`src/rtl/booth_r4_mult_seq.sv`:
```
`timescale 1ns/1ps
`default_nettype none
// ============================================================================
// booth_r4_mult_seq : sequential radix-4 Booth multiplier, one digit per clock
// Rev 1.0
// ============================================================================
module booth_r4_mult_seq #(
   parameter int WIDTH  = 8,
   parameter bit SIGNED = 1'b1
) (
   input  logic                 clk,
   input  logic                 rst,
   input  logic                 start,
   input  logic [WIDTH-1:0]     reg_M,
   input  logic [WIDTH-1:0]     reg_Q,
   output logic                 busy,
   output logic                 done,
   output logic [2*WIDTH-1:0]   product
);

   localparam int EW    = SIGNED ? WIDTH : WIDTH + 2;
   localparam int AW    = EW + 2;
   localparam int STEPS = EW / 2;
   localparam int CW    = $clog2(STEPS + 1);
   localparam int SW    = AW + EW + 1;
   localparam logic [CW-1:0] C_LAST = CW'(STEPS - 1);

   typedef enum logic [1:0] {
      S_IDLE = 2'd0,
      S_RUN  = 2'd1,
      S_DONE = 2'd2
   } state_e;

   state_e             state_q, state_d;
   logic [AW-1:0]      a_q, a_d;
   logic [AW-1:0]      m_q, m_d;
   logic [EW-1:0]      q_q, q_d;
   logic               qm1_q, qm1_d;
   logic [CW-1:0]      count_q, count_d;
   logic               busy_q, busy_d;
   logic               done_q, done_d;
   logic [2*WIDTH-1:0] product_q, product_d;

   logic [AW-1:0]      m_ext;
   logic [EW-1:0]      q_ext;
   logic [AW-1:0]      addend;
   logic               cin;
   logic [AW-1:0]      sum;
   logic [SW-1:0]      sh;

   // Unsigned operands get two zero bits so the Booth recoding sees them as positive.
   if (SIGNED) begin : g_signed_ext
      assign m_ext = {{2{reg_M[WIDTH-1]}}, reg_M};
      assign q_ext = reg_Q;
   end else begin : g_unsigned_ext
      assign m_ext = {4'b0000, reg_M};
      assign q_ext = {2'b00, reg_Q};
   end

   always_comb begin
      addend = '0;
      cin    = 1'b0;
      case ({q_q[1:0], qm1_q})
         3'b001, 3'b010: addend = m_q;
         3'b011:         addend = {m_q[AW-2:0], 1'b0};
         3'b100: begin
            addend = ~{m_q[AW-2:0], 1'b0};
            cin    = 1'b1;
         end
         3'b101, 3'b110: begin
            addend = ~m_q;
            cin    = 1'b1;
         end
         default: begin
            addend = '0;
            cin    = 1'b0;
         end
      endcase
      sum = a_q + addend + AW'(cin);
      // Arithmetic shift of {A, Q, Q(-1)} by two; Q[0] and Q(-1) fall off the end.
      sh  = {{2{sum[AW-1]}}, sum, q_q[EW-1:1]};
   end

   always_comb begin
      state_d   = state_q;
      a_d       = a_q;
      m_d       = m_q;
      q_d       = q_q;
      qm1_d     = qm1_q;
      count_d   = count_q;
      product_d = product_q;
      busy_d    = (state_q == S_RUN);
      done_d    = (state_q == S_DONE);
      case (state_q)
         S_IDLE: begin
            if (start) begin
               a_d     = '0;
               q_d     = q_ext;
               qm1_d   = 1'b0;
               m_d     = m_ext;
               count_d = '0;
               state_d = S_RUN;
            end
         end
         S_RUN: begin
            a_d     = sh[SW-1 -: AW];
            q_d     = sh[EW:1];
            qm1_d   = sh[0];
            count_d = count_q + CW'(1);
            if (count_q == C_LAST) begin
               product_d = sh[2*WIDTH:1];
               state_d   = S_DONE;
            end
         end
         S_DONE:  state_d = S_IDLE;
         default: state_d = S_IDLE;
      endcase
   end

   always_ff @(posedge clk) begin
      if (rst) begin
         state_q   <= S_IDLE;
         a_q       <= '0;
         m_q       <= '0;
         q_q       <= '0;
         qm1_q     <= 1'b0;
         count_q   <= '0;
         busy_q    <= 1'b0;
         done_q    <= 1'b0;
         product_q <= '0;
      end else begin
         state_q   <= state_d;
         a_q       <= a_d;
         m_q       <= m_d;
         q_q       <= q_d;
         qm1_q     <= qm1_d;
         count_q   <= count_d;
         busy_q    <= busy_d;
         done_q    <= done_d;
         product_q <= product_d;
      end
   end

   assign busy    = busy_q;
   assign done    = done_q;
   assign product = product_q;

endmodule
`default_nettype wire
```
`config.mk`:
```
export PLATFORM = sky130hd
export DESIGN_NAME = booth_r4_mult_seq
export DESIGN_NICKNAME = d
export VERILOG_FILES = /design/src/rtl/booth_r4_mult_seq.sv
export SDC_FILE = /design/constraint.sdc
export NUM_CORES = 1
export LEC_CHECK = 0
export CORE_ASPECT_RATIO = 0.8
export CORE_MARGIN = 2
export CORE_UTILIZATION = 40
export CTS_CLUSTER_SIZE = 20
export DETAILED_ROUTE_END_ITERATION = 8
export PLACE_DENSITY_LB_ADDON = 0.15
export SETUP_SLACK_MARGIN = 0.15
export SYNTH_ARGS = -nofsm -noshare
export SYNTH_HDL_FRONTEND = slang
export SYNTH_SLANG_ARGS = --single-unit
export TNS_END_PERCENT = 10
```
`constraint.sdc`:
```
create_clock -name clk -period 4.3 [get_ports clk]
set_input_delay 1.29 -clock clk [delete_from_list [all_inputs] [get_ports clk]]
set_output_delay 1.29 -clock clk [all_outputs]
set_load 0.02 [all_outputs]
```
Word-level counts from Yosys, hierarchy flattened. Index checks and enable logic that the tools add are counted.

Memories kept: 0. Latch bits: 0. Output and inout port bits: 18. Bits in writable memories: 0. Bits of input ports: 19. ROM bits: 0. Flip-flop bits (word level): 50.

Reduce and logical (&&, ||, !) cells: 9. Shifts and indexed selects: 0. Bitwise logic cells: 2. Equal/unequal tests: 11. $mul: 0. Add/sub/neg operators: 3. Muxes and demuxes: 13. Div/mod/pow operators: 0. Order comparisons: 0.

Operators by type and width (number): one-hot mux 10 bit (4 select lines) (1); inverter 10 bit (2); one-hot mux 10 bit (2 select lines) (1); one-hot mux 8 bit (2 select lines) (1); adder 10 x 1 -> 10 bit (1); adder 10 bit (1); 2-to-1 mux 10 bit (1); equality test 3 x 2 -> 1 bit, second input constant (3); equality test 3 bit, second input constant (3); 2-to-1 mux 8 bit (1); AND reduction 2 bit (4); one-hot mux 3 bit (2 select lines) (1); 2-to-1 mux 2 bit (2); one-hot mux 2 bit (2 select lines) (1); OR reduction 2 bit (2); adder 3 x 1 -> 3 bit, second input constant (1); equality test 3 x 1 -> 1 bit, second input constant (1); 2-to-1 mux 3 bit (1); OR reduction 3 bit (1); equality test 2 x 1 -> 1 bit, second input constant (1); equality test 2 bit, second input constant (1); logical NOT 2 bit (1); 2-to-1 mux 1 bit (2); inequality test 2 x 1 -> 1 bit, second input constant (1); other kinds (3) (3).

Logic depth before layout (Yosys ltp).
Word-level depth: 6. Mapped depth: 12.

Least setup slack after synthesis. Ideal clock, no wire load.

Path type: register -> register. Start: register q_q[1]. End: register a_q[4]. Required time: 4.183 ns. Cell stages (with the launch flop): 13. Path slack: 1.716 ns. Arrival: 2.467 ns. Setup time: 0.117 ns. Clock period less this slack: 2.584 ns. Path through: dfxtp_1 buf_2 buf_2 nor2_1 a21oi_1 a21oi_1 fa_1 fa_1 a211oi_2 o21bai_1 a21oi_1 xnor2_1 a22o_1.

Cells in the longest elaborated chain, start to end: 6. Elaborated cells on any way between the ends: 14. Classes of those cells: add/sub: 2; eq/ne: 6; mux: 3; reduce/logical: 3.

Ends and longest elaborated chain: start: declaration (line 37) `logic [EW-1:0] q_q, q_d;`; start signal: assignment (line 135) `q_q <= q_d;`; equality test 3 bit (tied with other cells) (line 63) `case ({q_q[1:0], qm1_q})`; OR reduction 2 bit (line 63); one-hot mux 10 bit (4 select lines) (line 63); adder 10 bit (line 79) `sum = a_q + addend + AW'(cin);`; adder 10 x 1 -> 10 bit (*) (line 79); one-hot mux 10 bit (2 select lines) (*) (line 94) `case (state_q)`; end signal: assignment (line 123) `a_q <= '0;`; end signal: assignment (line 133) `a_q <= a_d;`; end: declaration (line 35) `logic [AW-1:0] a_q, a_d;`.

Mark *: on every way between the ends. The rest lies on a longest branch, timed or not. A chain may end at the register's enable or synchronous reset.

Worst setup path after layout.
Start: register q_q[1]. End: register product_q[13], in the netlist product[13].

Cells in the longest elaborated chain, start to end: 5. Elaborated cells on any way between the ends: 13. Classes of those cells: add/sub: 2; eq/ne: 6; mux: 2; reduce/logical: 3.

Ends and longest elaborated chain: equality test 3 bit (tied with other cells) (line 63); OR reduction 2 bit (line 63); one-hot mux 10 bit (4 select lines) (line 63); adder 10 bit (line 79); adder 10 x 1 -> 10 bit (*) (line 79); end signal: assignment (line 140) `product_q <= product_d;`; end: declaration (line 42) `logic [2*WIDTH-1:0] product_q, product_d;`.

Marks and branches as above.

==> results.sh <==
export IMPL_drv_cap=0
export IMPL_ys_async_sr_fraction=0
export IMPL_numCtsBuffers=5
export IMPL_dieArea_mm2=0.00662
export IMPL_yosys_warnings=0
export IMPL_crit_path_end_kind="register"
export IMPL_crit_slowest_cell="dfxtp_1"
export IMPL_dr_pass1_iters=4
export IMPL_post_place_ws_ns=1.31
export IMPL_gp_congestion=0.857
export IMPL_synth_edff_count=0
export IMPL_vdd_ir_drop_worst_v=0.000188
export IMPL_tns_ns=0
export IMPL_status="finished, final reports clean"
export IMPL_grt_pass1_vias=1789
export IMPL_crit_required_ns=4.45
export IMPL_cp_arrival_ns=3.06
export IMPL_grt_max_degree=35
export IMPL_drive_gt1_frac=0.0651
export IMPL_r2r_start="q_q[1]"
export IMPL_crit_buf_inv=0
export IMPL_placed_area_mm2=0.00277
export IMPL_grt_pass1_wl_um=9200
export IMPL_route_detailed_drc=0
export IMPL_synth_common_cells="dfxtp_1, nand2_1, a21oi_1"
export IMPL_grt_overflow=0
export IMPL_drtAntennaViolNets=0
export IMPL_ioPinCount=37
export IMPL_cts_buffer_depth=2
export IMPL_drt_initial_drc_count=88
export IMPL_endpoint="product[13]"
export IMPL_core_area_mm2=0.00585
export IMPL_portBuffers=36
export IMPL_final_area_mm2=0.00287
export IMPL_syn_num_nets=309
export IMPL_fin_util=0.491
export IMPL_cts_sinks=48
export IMPL_avgViaCountPerCell=5.17
export IMPL_finalMaxSlewViolations=0
export IMPL_crit_family="compound AO/OA/AOI/OAI gates"
export IMPL_syn_mean_instance_area_um2=8.61
export IMPL_total_power_uw=975
export IMPL_cts_setup_buffers=0
export IMPL_syn_area_mm2=0.00239
export IMPL_fin_worst_skew_ns=0.00844
export IMPL_holdBufCountCts=0
export IMPL_worstPathMaxFanout=17
export IMPL_cp_start_kind="register"
export IMPL_finalSetupViolations=0
export IMPL_cpPeakStageDelay_ns=0.74
export IMPL_area_growth_pct=20.0
export IMPL_critPathLaunch="q_q[1]"
export IMPL_reg2reg_to="product[13]"
export IMPL_p_leak_nw=1.12
export IMPL_clkLatencyLatePin_ns=0.30
export IMPL_fin_hold_ws_ns=0.457
export IMPL_nNetsFinal=337
export IMPL_worst_slew_pin_slew_ns=0.763
export IMPL_hold_class="reg -> reg"
export IMPL_wl_per_cell_um=14.5
export IMPL_crit_type="reg -> reg"
export IMPL_synth_top_area_cell="dfxtp_1"
export IMPL_diodes=0
export IMPL_cts_resized=0
export IMPL_finalHoldViolCount=0
export IMPL_num_vias=2005
export IMPL_antenna_found_initial=0
export IMPL_cp_cell_sequence="or3b_1 > o21ai_0 > ha_1 > a21o_1 > a22o_2 > o22ai_1 > xor2_1 > a211oi_1"
export IMPL_slew_limit_headroom=0.491
export IMPL_cts_tree="yes"
export IMPL_drt_total_wl_um=5630
export IMPL_dpl_cell_count=380
export IMPL_setup_ws_ns=1.39
export IMPL_synth_seq_area_share=0.401
export IMPL_synthCells=278
export IMPL_core_rowCount=25
export IMPL_ys_flop_type="dfxtp_1"
export IMPL_reg2reg_slack_ns=1.39
export IMPL_fin_crit_ns=2.91
export IMPL_htree_levels=2
export IMPL_cp_depth=8
export IMPL_grtUsageTotal=0.177
export IMPL_cts_root_buf="clkbuf_8"
export IMPL_fp_dieW_um=90.5
export IMPL_path_clk_slew_ns=0.09
export IMPL_max_freq_ghz=0.344
export IMPL_hpwl_um=4000
export IMPL_reg2regPathDepth=8
export IMPL_stdcell_count=388
export IMPL_synth_top_area_frac=0.401
export IMPL_pwr_density_cell_mw_per_mm2=340
export IMPL_die_h_um=73.2
export IMPL_finalCritPeriodShare=0.676
export IMPL_ys_top_cells_by_area="dfxtp_1, nand2_1, a21oi_1"
export IMPL_ys_types=51
export IMPL_initial_core_util=0.409
export IMPL_grt_setup_unrepaired="false"
export IMPL_synth_seq_cells=48
-- metal layers --
metal	part of all wire	wire [um]	GRT usage
met1	0.54	3020	0.264
met2	0.38	2160	0.252
met3	0.072	403	0.0455
met4	0.0089	50	0.0462
met5	0	0	0
-- flip-flops by register name, summed over array words and instances (netlist names) --
| signal | flops |
|---|---|
| q_q | 8 |
| qm1_q | 1 |
| done | 1 |
| busy | 1 |
| a_q | 8 |
| product | 16 |
| m_q | 8 |
| count_q | 3 |
| state_q | 2 |
-- tightest hold or removal path, cell delays in order, from the launching register on --
cell     delay (ns)
dfxtp_1        0.32
nand2_1        0.05
a21oi_1        0.05
-- report_power, final --
group	total, mW	internal (mW)	switching [mW]
logic	0.188	0.0807	0.108
clock network	0.290	0.130	0.160
registers	0.497	0.467	0.0297
total	0.975	0.678	0.297
-- how the worst min path moves through the flow --
stage / startpoint / endpoint / slack, ns / depth (start not counted)
6_report: product[1] / product[1] / 0.46 / 2
5_1_grt: product[1] / product[1] / 0.48 / 2
4_1_cts: product[11] / product[11] / 0.46 / 2
3_5_place_dp: product[1] / product[1] / 0.45 / 2
3_3_place_gp: count_q[2] / count_q[2] / 0.44 / 2
2_1_floorplan: count_q[2] / count_q[2] / 0.43 / 2
-- final cells by class --
cell class                      count  area (um2)
Clock buffer                        6        82.6
Fill cell                         585        2980
Tap cell                           81         101
Multi-Input combinational cell    210        1330
Clock inverter                      2        15.0
Timing Repair Buffer               37         368
Sequential cell                    48         961
Inverter                            4        15.0
-- cell families (layout without fill, tap and decap cells) --
logic type      count (synthesis)  count (layout)  synth area share
xor+xnor                       15              15            0.0549
fa+ha+maj                      12              12            0.0690
compound gates                 96              96             0.260
simple gates                   87              87             0.171
buf+inv                        20              49            0.0434
flops                          48              48             0.401
-- layout by cell type, fill, tap and decap left out, types with 2 or more instances in the layout --
master / Yosys / final
nand2_1: 48 / 48
dfxtp_1: 48 / 48
clkdlybuf4s50_1: 0 / 36
a21oi_1: 29 / 29
o21ai_0: 23 / 23
nor2_1: 19 / 19
xor2_1: 10 / 10
a22oi_1: 10 / 10
ha_1: 10 / 10
clkbuf_8: 0 / 6
a21o_1: 5 / 5
xnor2_1: 5 / 5
a311oi_1: 5 / 5
a22o_1: 4 / 4
inv_1: 3 / 3
nand2b_1: 3 / 3
o21bai_1: 3 / 3
and2_1: 2 / 2
o21a_1: 2 / 2
a211oi_2: 2 / 2
o22ai_1: 2 / 2
a211oi_1: 2 / 2
nor3b_1: 2 / 2
fa_1: 2 / 2
clkinvlp_4: 0 / 2
Note: power is estimated with default switching activity, not from simulation.
